[src/rtl/gb_lcd_capture.sv]
// gb_lcd_capture
//   Captures the PPU's 2-bit pixel stream into a 160x144 frame buffer,
//   packing four pixels per byte (leftmost pixel in bits [7:6]).
//
//   Optional feature macro: GB_LCD_DOUBLE_BUFFER_EN
//     defined   : two banks (bank 1 at FB_BASE+5760); writes target the bank
//                 that is not FRAME_BANK, which toggles per completed frame.
//     undefined : single bank at FB_BASE, FRAME_BANK tied to 0.
//
// Ports
//   clk, rst        : clock, synchronous active-high reset
//   LCD_EN          : LCDC bit 7 (display enable)
//   PPU_MODE        : 0 H_BLANK, 1 V_BLANK, 2 SCAN, 3 DRAW
//   PX_OUT/PX_valid : pixel colour index and its qualifier
//   FB_WR/FB_ADDR/FB_DATA : registered frame buffer write port (no backpressure)
//   FRAME_DONE      : one-cycle pulse per completed frame
//   FRAME_BANK      : bank holding the most recently completed frame
//   FRAME_ERR       : sticky malformed line/frame flag (cleared by rst only)
module gb_lcd_capture #(
  parameter logic [13:0] FB_BASE = '0
) (
  input  logic        clk,
  input  logic        rst,
  input  logic        LCD_EN,
  input  logic [1:0]  PPU_MODE,
  input  logic [1:0]  PX_OUT,
  input  logic        PX_valid,
  output logic        FB_WR,
  output logic [13:0] FB_ADDR,
  output logic [7:0]  FB_DATA,
  output logic        FRAME_DONE,
  output logic        FRAME_BANK,
  output logic        FRAME_ERR
);

  typedef enum logic [1:0] {
    H_BLANK = 2'd0,
    V_BLANK = 2'd1,
    SCAN    = 2'd2,
    DRAW    = 2'd3
  } ppu_mode_e;

  typedef enum logic {SYNC, CAPTURE} state_e;

  state_e      state;
  ppu_mode_e   mode_q;
  logic        lcd_q;
  logic [7:0]  x;
  logic [7:0]  y;
  logic [5:0]  pack;       // up to three earlier pixels of the current byte
  logic [12:0] addr;       // byte offset of the next write within the bank
  logic [12:0] line_base;  // y*40, kept as a running sum
  logic [13:0] bank_base;

`ifdef GB_LCD_DOUBLE_BUFFER_EN
  logic bank_q;
  assign FRAME_BANK = bank_q;
  assign bank_base  = bank_q ? FB_BASE : FB_BASE + 14'd5760;
`else
  assign FRAME_BANK = 1'b0;
  assign bank_base  = FB_BASE;
`endif

  logic       scan_start, line_end, vb_entry, lcd_fall;
  logic       px_take, px_drop, byte_done;
  logic [7:0] x_n;
  logic [5:0] pack_n;
  logic [7:0] pad_tmp, pad_data;

  always_comb begin
    scan_start = (mode_q == H_BLANK || mode_q == V_BLANK) && (PPU_MODE == SCAN);
    line_end   = (mode_q == DRAW) && (PPU_MODE == H_BLANK);
    vb_entry   = (mode_q != V_BLANK) && (PPU_MODE == V_BLANK);
    lcd_fall   = lcd_q && !LCD_EN;
    px_take    = PX_valid && (x < 8'd160) && (y < 8'd144);
    px_drop    = PX_valid && !((x < 8'd160) && (y < 8'd144));
    byte_done  = px_take && (x[1:0] == 2'd3);
    x_n        = x + {7'd0, px_take};
    pack_n     = px_take ? {pack[3:0], PX_OUT} : pack;
    // The x_n[1:0] valid pixels sit in the low bits of pack_n; left-align
    // them so the missing right-hand pixels read as colour 0.
    pad_tmp    = {2'b00, pack_n};
    pad_data   = pad_tmp << (4'd8 - {1'b0, x_n[1:0], 1'b0});
  end

  always_ff @(posedge clk) begin
    if (rst) begin
      state      <= SYNC;
      mode_q     <= H_BLANK;
      lcd_q      <= 1'b0;
      x          <= '0;
      y          <= '0;
      pack       <= '0;
      addr       <= '0;
      line_base  <= '0;
      FB_WR      <= 1'b0;
      FB_ADDR    <= '0;
      FB_DATA    <= '0;
      FRAME_DONE <= 1'b0;
      FRAME_ERR  <= 1'b0;
`ifdef GB_LCD_DOUBLE_BUFFER_EN
      bank_q     <= 1'b0;
`endif
    end else begin
      mode_q     <= ppu_mode_e'(PPU_MODE);
      lcd_q      <= LCD_EN;
      FB_WR      <= 1'b0;
      FRAME_DONE <= 1'b0;
      if (lcd_fall) begin
        state     <= SYNC;
        x         <= '0;
        y         <= '0;
        pack      <= '0;
        addr      <= '0;
        line_base <= '0;
      end else begin
        case (state)
          SYNC: begin
            if (LCD_EN && scan_start) begin
              state     <= CAPTURE;
              x         <= '0;
              y         <= '0;
              pack      <= '0;
              addr      <= '0;
              line_base <= '0;
            end
          end
          CAPTURE: begin
            if (vb_entry) begin
              if (y != 8'd144) FRAME_ERR <= 1'b1;
              FRAME_DONE <= 1'b1;
`ifdef GB_LCD_DOUBLE_BUFFER_EN
              bank_q     <= ~bank_q;
`endif
              state      <= SYNC;
              x          <= '0;
              y          <= '0;
              pack       <= '0;
              addr       <= '0;
              line_base  <= '0;
            end else begin
              if (px_drop) FRAME_ERR <= 1'b1;
              if (byte_done) begin
                FB_WR   <= 1'b1;
                FB_ADDR <= bank_base + {1'b0, addr};
                FB_DATA <= {pack, PX_OUT};
              end
              if (line_end) begin
                // A same-cycle last pixel is folded in via x_n/pack_n; when it
                // completes a byte x_n[1:0] is 0, so no pad write competes.
                if (x_n[1:0] != 2'd0) begin
                  FB_WR   <= 1'b1;
                  FB_ADDR <= bank_base + {1'b0, addr};
                  FB_DATA <= pad_data;
                end
                if (x_n != 8'd160) FRAME_ERR <= 1'b1;
                // A complete line already leaves addr at the next line base,
                // so jumping there unconditionally is equivalent.
                if (y < 8'd144) begin
                  addr      <= line_base + 13'd40;
                  line_base <= line_base + 13'd40;
                  y         <= y + 8'd1;
                end
                x    <= '0;
                pack <= '0;
              end else begin
                x    <= x_n;
                pack <= pack_n;
                if (byte_done) addr <= addr + 13'd1;
              end
            end
          end
          default: state <= SYNC;
        endcase
      end
    end
  end

endmodule

[config.mk]
export PLATFORM = sky130hd
export DESIGN_NAME = gb_lcd_capture
export DESIGN_NICKNAME = d
export VERILOG_FILES = /design/src/rtl/gb_lcd_capture.sv
export SDC_FILE = /design/constraint.sdc
export NUM_CORES = 1
export LEC_CHECK = 0
export ABC_AREA = 1
export ABC_CLOCK_PERIOD_IN_PS = 2600
export BUFFER_PORTS_ARGS = -buffer_cell sky130_fd_sc_hd__clkbuf_2
export CAP_MARGIN = 10
export CORE_AREA = 2 2 111 113
export CTS_BUF_LIST = sky130_fd_sc_hd__clkbuf_4 sky130_fd_sc_hd__clkbuf_8 sky130_fd_sc_hd__clkbuf_16
export DETAILED_ROUTE_END_ITERATION = 7
export DIE_AREA = 0 0 113 115
export RECOVER_POWER = 50
export SLEW_MARGIN = 40
export SYNTH_ARGS = -nofsm -noshare
export SYNTH_HDL_FRONTEND = slang
export SYNTH_SLANG_ARGS = --single-unit
[constraint.sdc]
create_clock -name clk -period 2.6 [get_ports clk]
set_clock_uncertainty 0.1 [all_clocks]
set_input_delay 0 -clock clk [delete_from_list [all_inputs] [get_ports clk]]
set_output_delay 0 -clock clk [all_outputs]
set_load 0.02 [all_outputs]
==> out/results.ini, run 1 <==
[drt]
post-route-drc-count = 2
ant_nets = 0
wire_per_inst_um = 13.5
viasPerCell = 5.11
wl_um = 10600
first_pass_iters = 8
dr.first_iter.drc_count = 319
num_vias = 4014

[grt]
grt_usage_pct = 16.8
antenna_found_initial = 0
grt_overflow = 0
grt_pass1_vias = 3805
grt_max_degree = 30
grt_pass1_wl_um = 17800

[clocking]
clock_latency_ns = 0.34
cts_tree = built
cts_sinks = 74
cts_root_buffer = clkbuf_16
cts-buffers-inserted = 9
htree_levels = 3
clockBufferDepth = 2
path_clk_slew_ns = 0.06

[yosys]
ys_seq_area_share_pct = 36.9
synth_edf_count = 0
async_flop_share_pct = 0
syn_nets = 605
ys_ff_latch = 74
ys.flop_type = dfxtp_1
syn_avg_cell_area_sq_um = 6.80
yosys_warnings = 0
synth.distinct_cells = 42
syn_area_sq_um = 4010
synth_cells = 590

[placement]
routabilityCongestion = 0.857
dp_slack_ns = 0.0958
place_area_sq_um = 4340
io_buffers = 32
hpwl_um = 7570

[die]
coreArea_sq_um = 11800
io_pins = 34
dieArea_sq_um = 13000
initial_core_util_pct = 34.0
rows = 40
die-height_um = 115
dieWidth_um = 113

[run_status]
violations = design-rule violations
status = finished with violations

[sta]
period_share_pct = 93.5
final-max-slew-violation-count = 0
setup_viol = 0
finalHoldViolCount = 0
tightest_slew_ns = 0.988
slew_headroom_pct = 34.0
fmax_mhz = 411
whs_ns = 0.00942
fin_ws_ns = 0.169
min_period_ns = 2.43

[worst_setup_path]
r2r_slack_ns = 0.17
worstPathRequired_ns = 2.77
path_class = reg -> reg
slowest_stage = dfxtp_1
crit_buf_inv = 4
cp-end-kind = register
critPathArrivalTime_ns = 2.60
critPathLaunchType = register
cp_max_fo = 14
crit_family = compound AO/OA/AOI/OAI gates
crit_chain = o21ai_2, nand2_2, nor2_8, ha_1, xor2_1, inv_1, ha_4, nor2_4, inv_2, a21oi_4, buf_4, clkbuf_16, o21ai_0, a21oi_1
critical-path-max-stage-delay_ns = 0.36

[pwr]
powerDensity_nw_per_um2 = 582
seqPwrFrac_pct = 41.5
power_mw = 2.79
p_int_mw = 2.15
p_sw_share_pct = 23.1
net-switching-power_uw = 644
vdd_drop_max_mv = 0.338
p_clk_share_pct = 51.2
p_leak_nw = 1.95
p_comb_share_pct = 7.3

[layout]
stdcell_area_sq_um = 4790
finalNetCount = 650
n_antenna_cell = 0
syn2layout_area_growth_pct = 19.5
drive_above_1_share_pct = 10.8

[job]
cap_violations = 0

[worst_hold_path]
hold_path_class = in -> reg

==> metrics by stage <==
step / TNS (ns) / utilization [%] / std cells
after floorplan: 0 / - / 590
after global placement: 0 / 36.8 / 760
after detailed placement: 0 / 36.8 / 760
after CTS: 0 / 40.4 / 784
after global routing: -0.0156 / 40.6 / 786
final: 0 / 40.6 / 786
==> power groups by stage <==
stage               Combinational, mW  Sequential (mW)  Clock, mW
floorplan                       0.141             1.18          0
global placement                0.186             1.18          0
detailed placement              0.188             1.18          0
CTS                             0.200             1.16       1.45
global route                    0.226             1.16       1.50
finish                          0.203             1.16       1.43
==> sequential cells by signal, summed over array words and instances, names as in the netlist, 2 cells and up <==
| register | count |
|---|---|
| FB_ADDR | 14 |
| FB_DATA | 8 |
| addr | 13 |
| line_base | 10 |
| mode_q | 2 |
| pack | 6 |
| x | 8 |
| y | 8 |
==> what timing repair did <==
item                                   CTS  global route
setup buffers                            0             1
setup endpoints to repair                0            20
hold buffers                             9             0
endpoints found under the hold margin   13             0
resized for setup                        0             9
==> worst reg2reg max path: stages, from the launching register on <==
cell and delay, ns:
dfxtp_1 0.36, o21ai_2 0.18, nand2_2 0.11, nor2_8 0.12
ha_1 0.18, xor2_1 0.20, inv_1 0.10, ha_4 0.18
nor2_4 0.11, inv_2 0.05, a21oi_4 0.15, buf_4 0.16
clkbuf_16 0.15, o21ai_0 0.07, a21oi_1 0.13
==> placed cells by master, fill, tap and decap left out, types with 8 or more instances in the layout <==
cell type | synthesis | routed
o21ai_0 | 36 | 36
clkbuf_16 | 0 | 10
dlygate4sd3_1 | 0 | 9
nand2_1 | 134 | 135
nand4_1 | 13 | 13
nor2_1 | 42 | 41
xor2_1 | 10 | 10
dfxtp_1 | 74 | 72
a21oi_1 | 55 | 55
buf_4 | 4 | 9
nand3_1 | 68 | 69
clkbuf_1 | 8 | 26
nor3_1 | 8 | 8
inv_1 | 63 | 66
==> worst paths after layout <==
kind | to | depth (start not counted) | start
setup reg to reg | FB_ADDR[5] | 14 | x[5]
hold / removal | FRAME_ERR | 5 | PX_valid
hold reg to reg | FB_ADDR[13] | 2 | FB_ADDR[13]
setup / recovery | FB_ADDR[5] | 14 | x[5]
==> final cells by class <==
cell class                 instances  area [sq um]
tap                              147           184
fill                            1263          7020
sequential                        74          1480
clock inverter                     6           115
multi-input combinational        424          2170
timing repair buffer              53           335
clock buffer                       9           225
inverter                          73           274
==> Yosys cell counts, types with 4 or more instances <==
library cell	n	area, sq um
nand2_1	134	503
dfxtp_1	74	1480
nand3_1	68	340
inv_1	63	236
a21oi_1	55	275
nor2_1	42	158
o21ai_0	36	180
nand4_1	13	81.3
inv_2	10	37.5
xor2_1	10	87.6
clkbuf_1	8	30.0
nor3_1	8	40.0
ha_1	7	87.6
o22ai_1	7	43.8
buf_2	6	30.0
nand2_2	6	37.5
buf_4	4	30.0
nor2_2	4	25.0
o21ai_2	4	35.0
==> cell families after synthesis <==
group	after synthesis	share of synthesized area, %
other	1	0.0935
XOR/XNOR	11	2.40
flip-flops	74	36.9
AND/OR/NAND/NOR	289	32.9
adder cells (fa/ha/maj)	7	2.18
buffers and inverters	92	9.36
AO/OA/AOI/OAI	116	16.2
==> per-layer routing <==
metal	up-vias	wire length, um	global-route usage [%]	part of all wire [%]
li1	2041	-	-	-
met1	1867	5080	22.0	48
met2	91	4980	27.9	47
met3	15	424	3.53	4.0
met4	0	161	5.04	1.5
met5	-	0	0	0
(Power assumes the default switching activity.)
==> inputs of run 2 (changes only) <==
ABC_CLOCK_PERIOD_IN_PS = 3000   (was 2600)
clock period = 3 ns   (was 2.6 ns; I/O delays follow)
==> out/results.ini, run 2 (synthesized netlist as in run 1, its figures left out) <==
[layout]
final_cells = 784  ; -0.25%
regMostFlops = FB_ADDR
stdcell_area_sq_um = 4650  ; -3.0%
layout_commonest_cell = nand2_1
fillerInstances = 1284  ; +1.7%
multiInputGateArea_sq_um = 2140  ; -1.6%
syn2layout_area_growth_pct = 15.9
final_cell_mix = nand2_1, dfxtp_1, nand3_1
drive_above_1_share_pct = 9.42  ; -1.4 points
n_antenna_cell = 0  ; unchanged
largest_reg_flops = 14  ; unchanged
final-seq-area_sq_um = 1480  ; -0.17%
final_core_util_pct = 39.4  ; -1.2 points
finalNetCount = 647  ; -0.46%
largestRegisters = FB_ADDR (14), addr (13), line_base (10)

[drt]
wl_um = 10300  ; -3.4%
ant_nets = 0  ; unchanged
dr.first_iter.drc_count = 285  ; -11%
post-route-drc-count = 2  ; unchanged
first_pass_iters = 7  ; -1
num_vias = 3957  ; -1.4%
viasPerCell = 5.05  ; -1.2%
wire_per_inst_um = 13.1  ; -3.1%

[grt]
grt_max_degree = 30  ; unchanged
grt_overflow = 0  ; unchanged
grt_pass1_wl_um = 17600  ; -1.4%
grt_pass1_vias = 3780  ; -0.66%
grt_usage_pct = 16.7  ; -0.089 points
antenna_found_initial = 0  ; unchanged

[clocking]
cts_sinks = 74  ; unchanged
cts-buffers-inserted = 9  ; unchanged
path_clk_slew_ns = 0.06  ; about the same
cts_root_buffer = clkbuf_16
htree_levels = 3  ; unchanged
clock_latency_ns = 0.35  ; about the same
cts_tree = built
clockBufferDepth = 2  ; unchanged

[run_status]
status = finished with violations
violations = design-rule violations

[sta]
rsz0062_at_grt = false
final-max-slew-violation-count = 0  ; unchanged
slew_headroom_pct = 52.4  ; +18 points
tns_ns = 0  ; unchanged
min_period_ns = 2.70
period_share_pct = 90.0
setup_viol = 0  ; unchanged
whs_ns = 0.346  ; +0.336 ns
fin_ws_ns = 0.301  ; +0.132 ns
tightest_slew_ns = 0.711  ; -0.277 ns
finalHoldViolCount = 0  ; unchanged
fmax_mhz = 370

[worst_setup_path]
r2r-end = FB_DATA[0]
critPathArrivalTime_ns = 2.83  ; +0.23 ns
slowest_stage = o21ai_0
cp-end-kind = register
cp_max_fo = 12  ; -2
crit_chain = dlygate4sd3_1, clkbuf_2, inv_2, nand4_1, o21ai_0, nand2_2, nand2_1, o21bai_1, a21oi_1
critPathLaunchType = input port
worstPathRequired_ns = 3.13  ; +0.36 ns
critical-path-max-stage-delay_ns = 0.72  ; +0.36 ns
r2r_slack_ns = 0.33  ; +0.16 ns
rr_startpoint = y[6]
path_class = in -> reg
worstRegToRegCells = 15  ; +1

[die]
rows = 40  ; unchanged
dieWidth_um = 113  ; unchanged
dieArea_sq_um = 13000  ; unchanged
io_pins = 34  ; unchanged
coreArea_sq_um = 11800  ; unchanged
die-height_um = 115  ; unchanged
initial_core_util_pct = 34.0  ; unchanged

[pwr]
power_mw = 2.22  ; -21%
vdd_drop_max_mv = 0.274  ; -19%
p_leak_nw = 1.87  ; -3.8%
powerDensity_nw_per_um2 = 477  ; -18%

[worst_hold_path]
hold_path_class = reg -> reg
hold_start = FB_ADDR[13]
min_path_cells = 2  ; -3
hold_end = FB_ADDR[13]

[placement]
dpl.cell_count = 755  ; -0.66%
routabilityCongestion = 0.981  ; +14%
io_buffers = 32  ; unchanged
place_area_sq_um = 4290  ; -1.2%
dp_slack_ns = 0.123  ; +0.0270 ns
hpwl_um = 7420  ; -1.9%

[job]
cap_violations = 0  ; unchanged

run 2: timing repair:
item,4_1_cts,5_1_grt
hold buffers,10,0
buffers inserted,0,3
hold endpoints to repair,14,0
endpoints found under the setup margin,0,18
resized for setup,0,3
run 2: worst max path at each step:
stage / endpoint / cells past startpoint / from
2_1_floorplan: FB_DATA[0] / 14 / x[5]
3_3_place_gp: FB_DATA[0] / 14 / x[5]
3_5_place_dp: FB_DATA[0] / 14 / x[5]
4_1_cts: FB_DATA[0] / 14 / x[5]
5_1_grt: FB_DATA[0] / 14 / y[4]
6_report: addr[2] / 9 / PPU_MODE[1]
run 2: routing by layer:
layer	vias up	part of all wire (%)	global-route usage [%]	routed length (um)
li1	2030	-	-	-
met1	1810	48	22.3	4940
met2	102	45	26.5	4630
met3	15	5.2	4.64	539
met4	0	1.7	4.72	175
met5	-	0	0	0
run 2: cell type report:
| cell class | instances | share of cell area (%) |
|---|---|---|
| inverters | 73 | 5.89 |
| flip-flops and latches | 74 | 31.9 |
| clock inverters | 7 | 1.26 |
| multi-input cells | 424 | 46.0 |
| well taps | 147 | 3.96 |
| clock buffers | 9 | 4.84 |
| repair buffers | 50 | 6.16 |
run 2: worst max-delay path, delay by kind of cell:
| family | cells | cell delay (ns) |
|---|---|---|
| AO/OA/AOI/OAI | 3 | 0.94 |
| buffers and inverters | 3 | 0.75 |
| AND/OR/NAND/NOR | 3 | 1.14 |
run 2: power breakdown:
| part | internal [mW] | switching, mW | total [mW] |
|---|---|---|---|
| Clock | 0.574 | 0.469 | 1.04 |
| Sequential | 0.993 | 0.00979 | 1.00 |
| Combinational | 0.0530 | 0.117 | 0.170 |
| Total | 1.62 | 0.597 | 2.22 |
==> inputs of run 3 (changes only) <==
==> constraint.sdc (replaced) <==
create_clock -name clk -period 3 [get_ports clk]
set_clock_uncertainty 0.1 [all_clocks]
set_input_delay 0.45 -clock clk [delete_from_list [all_inputs] [get_ports clk]]
set_output_delay 0.45 -clock clk [all_outputs]
set_load 0.02 [all_outputs]
==> out/results.ini, run 3 (synthesized netlist as in run 1, its figures left out) <==
[clocking]
cts_root_buffer = clkbuf_16
htree_levels = 3  ; unchanged
clock_latency_ns = 0.34  ; about the same
cts_sinks = 74  ; unchanged
cts-buffers-inserted = 9  ; unchanged
cts_tree = built
clockBufferDepth = 2  ; unchanged
path_clk_slew_ns = 0.06  ; about the same

[placement]
place_area_sq_um = 4290  ; unchanged
routabilityCongestion = 0.918  ; -6.4%
io_buffers = 32  ; unchanged
dp_slack_ns = 0.243  ; +0.120 ns
hpwl_um = 7670  ; +3.3%

[worst_hold_path]
hold_path_class = in -> reg

[sta]
whs_ns = 0.282  ; -0.0633 ns
min_period_ns = 2.75  ; +0.0537 ns
fmax_mhz = 363  ; -2.0%
setup_viol = 0  ; unchanged
final-max-slew-violation-count = 0  ; unchanged
rsz0062_at_grt = false
fin_ws_ns = 0.247  ; -0.0537 ns
tightest_slew_ns = 0.998  ; +0.287 ns
tns_ns = 0  ; unchanged
finalHoldViolCount = 0  ; unchanged
slew_headroom_pct = 33.4  ; -19 points
period_share_pct = 91.8  ; +1.8 points

[die]
dieWidth_um = 113  ; unchanged
io_pins = 34  ; unchanged
initial_core_util_pct = 34.0  ; unchanged
die-height_um = 115  ; unchanged
rows = 40  ; unchanged
coreArea_sq_um = 11800  ; unchanged
dieArea_sq_um = 13000  ; unchanged

[pwr]
power_mw = 2.38  ; +7.4%
powerDensity_nw_per_um2 = 519  ; +8.9%
p_leak_nw = 1.86  ; -0.78%
vdd_drop_max_mv = 0.334  ; +22%

[drt]
post-route-drc-count = 2  ; unchanged
ant_nets = 0  ; unchanged
detail_route.wirelength.met1_um = 5040  ; +2.2%
wl_met3_um = 510  ; -5.4%
first_pass_iters = 6  ; -1
viasPerCell = 5.13  ; +1.6%
dr.first_iter.drc_count = 256  ; -10%
wire_per_inst_um = 13.7  ; +4.6%
top_layer = met4
wl_um = 10600  ; +3.1%
met2_length_um = 4910  ; +6.0%
num_vias = 3962  ; +0.13%

[grt]
grt_pass1_vias = 3736  ; -1.2%
grt_overflow = 0  ; unchanged
grt_pass1_wl_um = 17600  ; +0.16%
grt_max_degree = 30  ; unchanged
antenna_found_initial = 0  ; unchanged
grt_usage_pct = 16.4  ; -0.25 points

[worst_setup_path]
critPathLaunchType = register
r2r_slack_ns = 0.25  ; -0.08 ns
worstRegToRegCells = 14  ; -1
r2r-end = FB_ADDR[5]
cp-end-kind = register
cp_max_fo = 14  ; +2
endpoint = FB_ADDR[5]
worstSetupStartpoint = y[6]
worstPathRequired_ns = 3.17  ; +0.04 ns
rr_startpoint = y[6]
critPathArrivalTime_ns = 2.92  ; +0.09 ns
path_class = reg -> reg

[layout]
layout_commonest_cell = nand2_1
fillerInstances = 1286  ; +0.16%
n_antenna_cell = 0  ; unchanged
largest_reg_flops = 14  ; unchanged
final_cell_mix = nand2_1, dfxtp_1, nand3_1
syn2layout_area_growth_pct = 14.3
finalNetCount = 636  ; -1.7%
largestRegisters = FB_ADDR (14), addr (13), line_base (10)
drive_above_1_share_pct = 9.27  ; -0.15 points
stdcell_area_sq_um = 4580  ; -1.4%
regMostFlops = FB_ADDR

[job]
cap_violations = 0  ; unchanged

[run_status]
status = finished with violations
violations = design-rule violations

## run 3: timing repair
action,4_1_cts,5_1_grt
buffers inserted,0,1
endpoints found under the setup margin,0,3
hold buffers,0,0
gates resized for setup,0,1
## run 3: layout make-up
class                   count  area [sq um]  share of cell area, %
repair buffers             39           178                   3.88
inverters                  73           274                   5.98
flip-flops and latches     74          1480                   32.3
well taps                 147           184                   4.01
clock buffers               9           225                   4.91
clock inverters             7           108                   2.35
multi-input cells         424          2130                   46.6
## run 3: routing by layer
metal	track usage (%)	vias to the layer above
li1	-	2008
met1	22.1	1832
met2	27.0	105
met3	3.53	17
met4	4.07	0
met5	0	-
## run 3: how the worst min path moves through the flow
| stage | startpoint | end | slack (ns) | cells after the start |
|---|---|---|---|---|
| after global placement | FB_ADDR[13] | FB_ADDR[13] | 0.33 | 2 |
| after detailed placement | FB_ADDR[13] | FB_ADDR[13] | 0.33 | 2 |
| final | PPU_MODE[1] | mode_q[1] | 0.28 | 3 |
| after CTS | LCD_EN | lcd_q | 0.28 | 3 |
| after floorplan | x[3] | x[3] | 0.35 | 2 |
| after global routing | PPU_MODE[1] | mode_q[1] | 0.29 | 3 |
## run 3: worst max-delay path, cell delays in order (launching register included)
cell	delay (ns)
dfxtp_1	0.40
inv_2	0.04
nand2_1	0.13
nand2_1	0.08
nand2_2	0.15
nor2_8	0.07
ha_1	0.39
inv_1	0.12
ha_1	0.24
nor2_4	0.13
inv_2	0.11
a21oi_2	0.22
buf_2	0.29
o21ai_0	0.11
a21oi_1	0.13
## run 3: power breakdown
part / internal (mW) / total [mW] / switching, mW / leakage (nW)
clock network: 0.746 / 1.22 / 0.473 / 0.160
registers: 0.993 / 1.00 / 0.0101 / 0.598
logic: 0.0432 / 0.159 / 0.116 / 1.10
total: 1.78 / 2.38 / 0.598 / 1.86
## run 3: per-stage QoR
stage,utilization (%),instances
4_1_cts,39.2,771
2_1_floorplan,-,590
6_report,38.8,773
5_1_grt,38.8,773
3_5_place_dp,36.3,755
3_3_place_gp,36.3,755
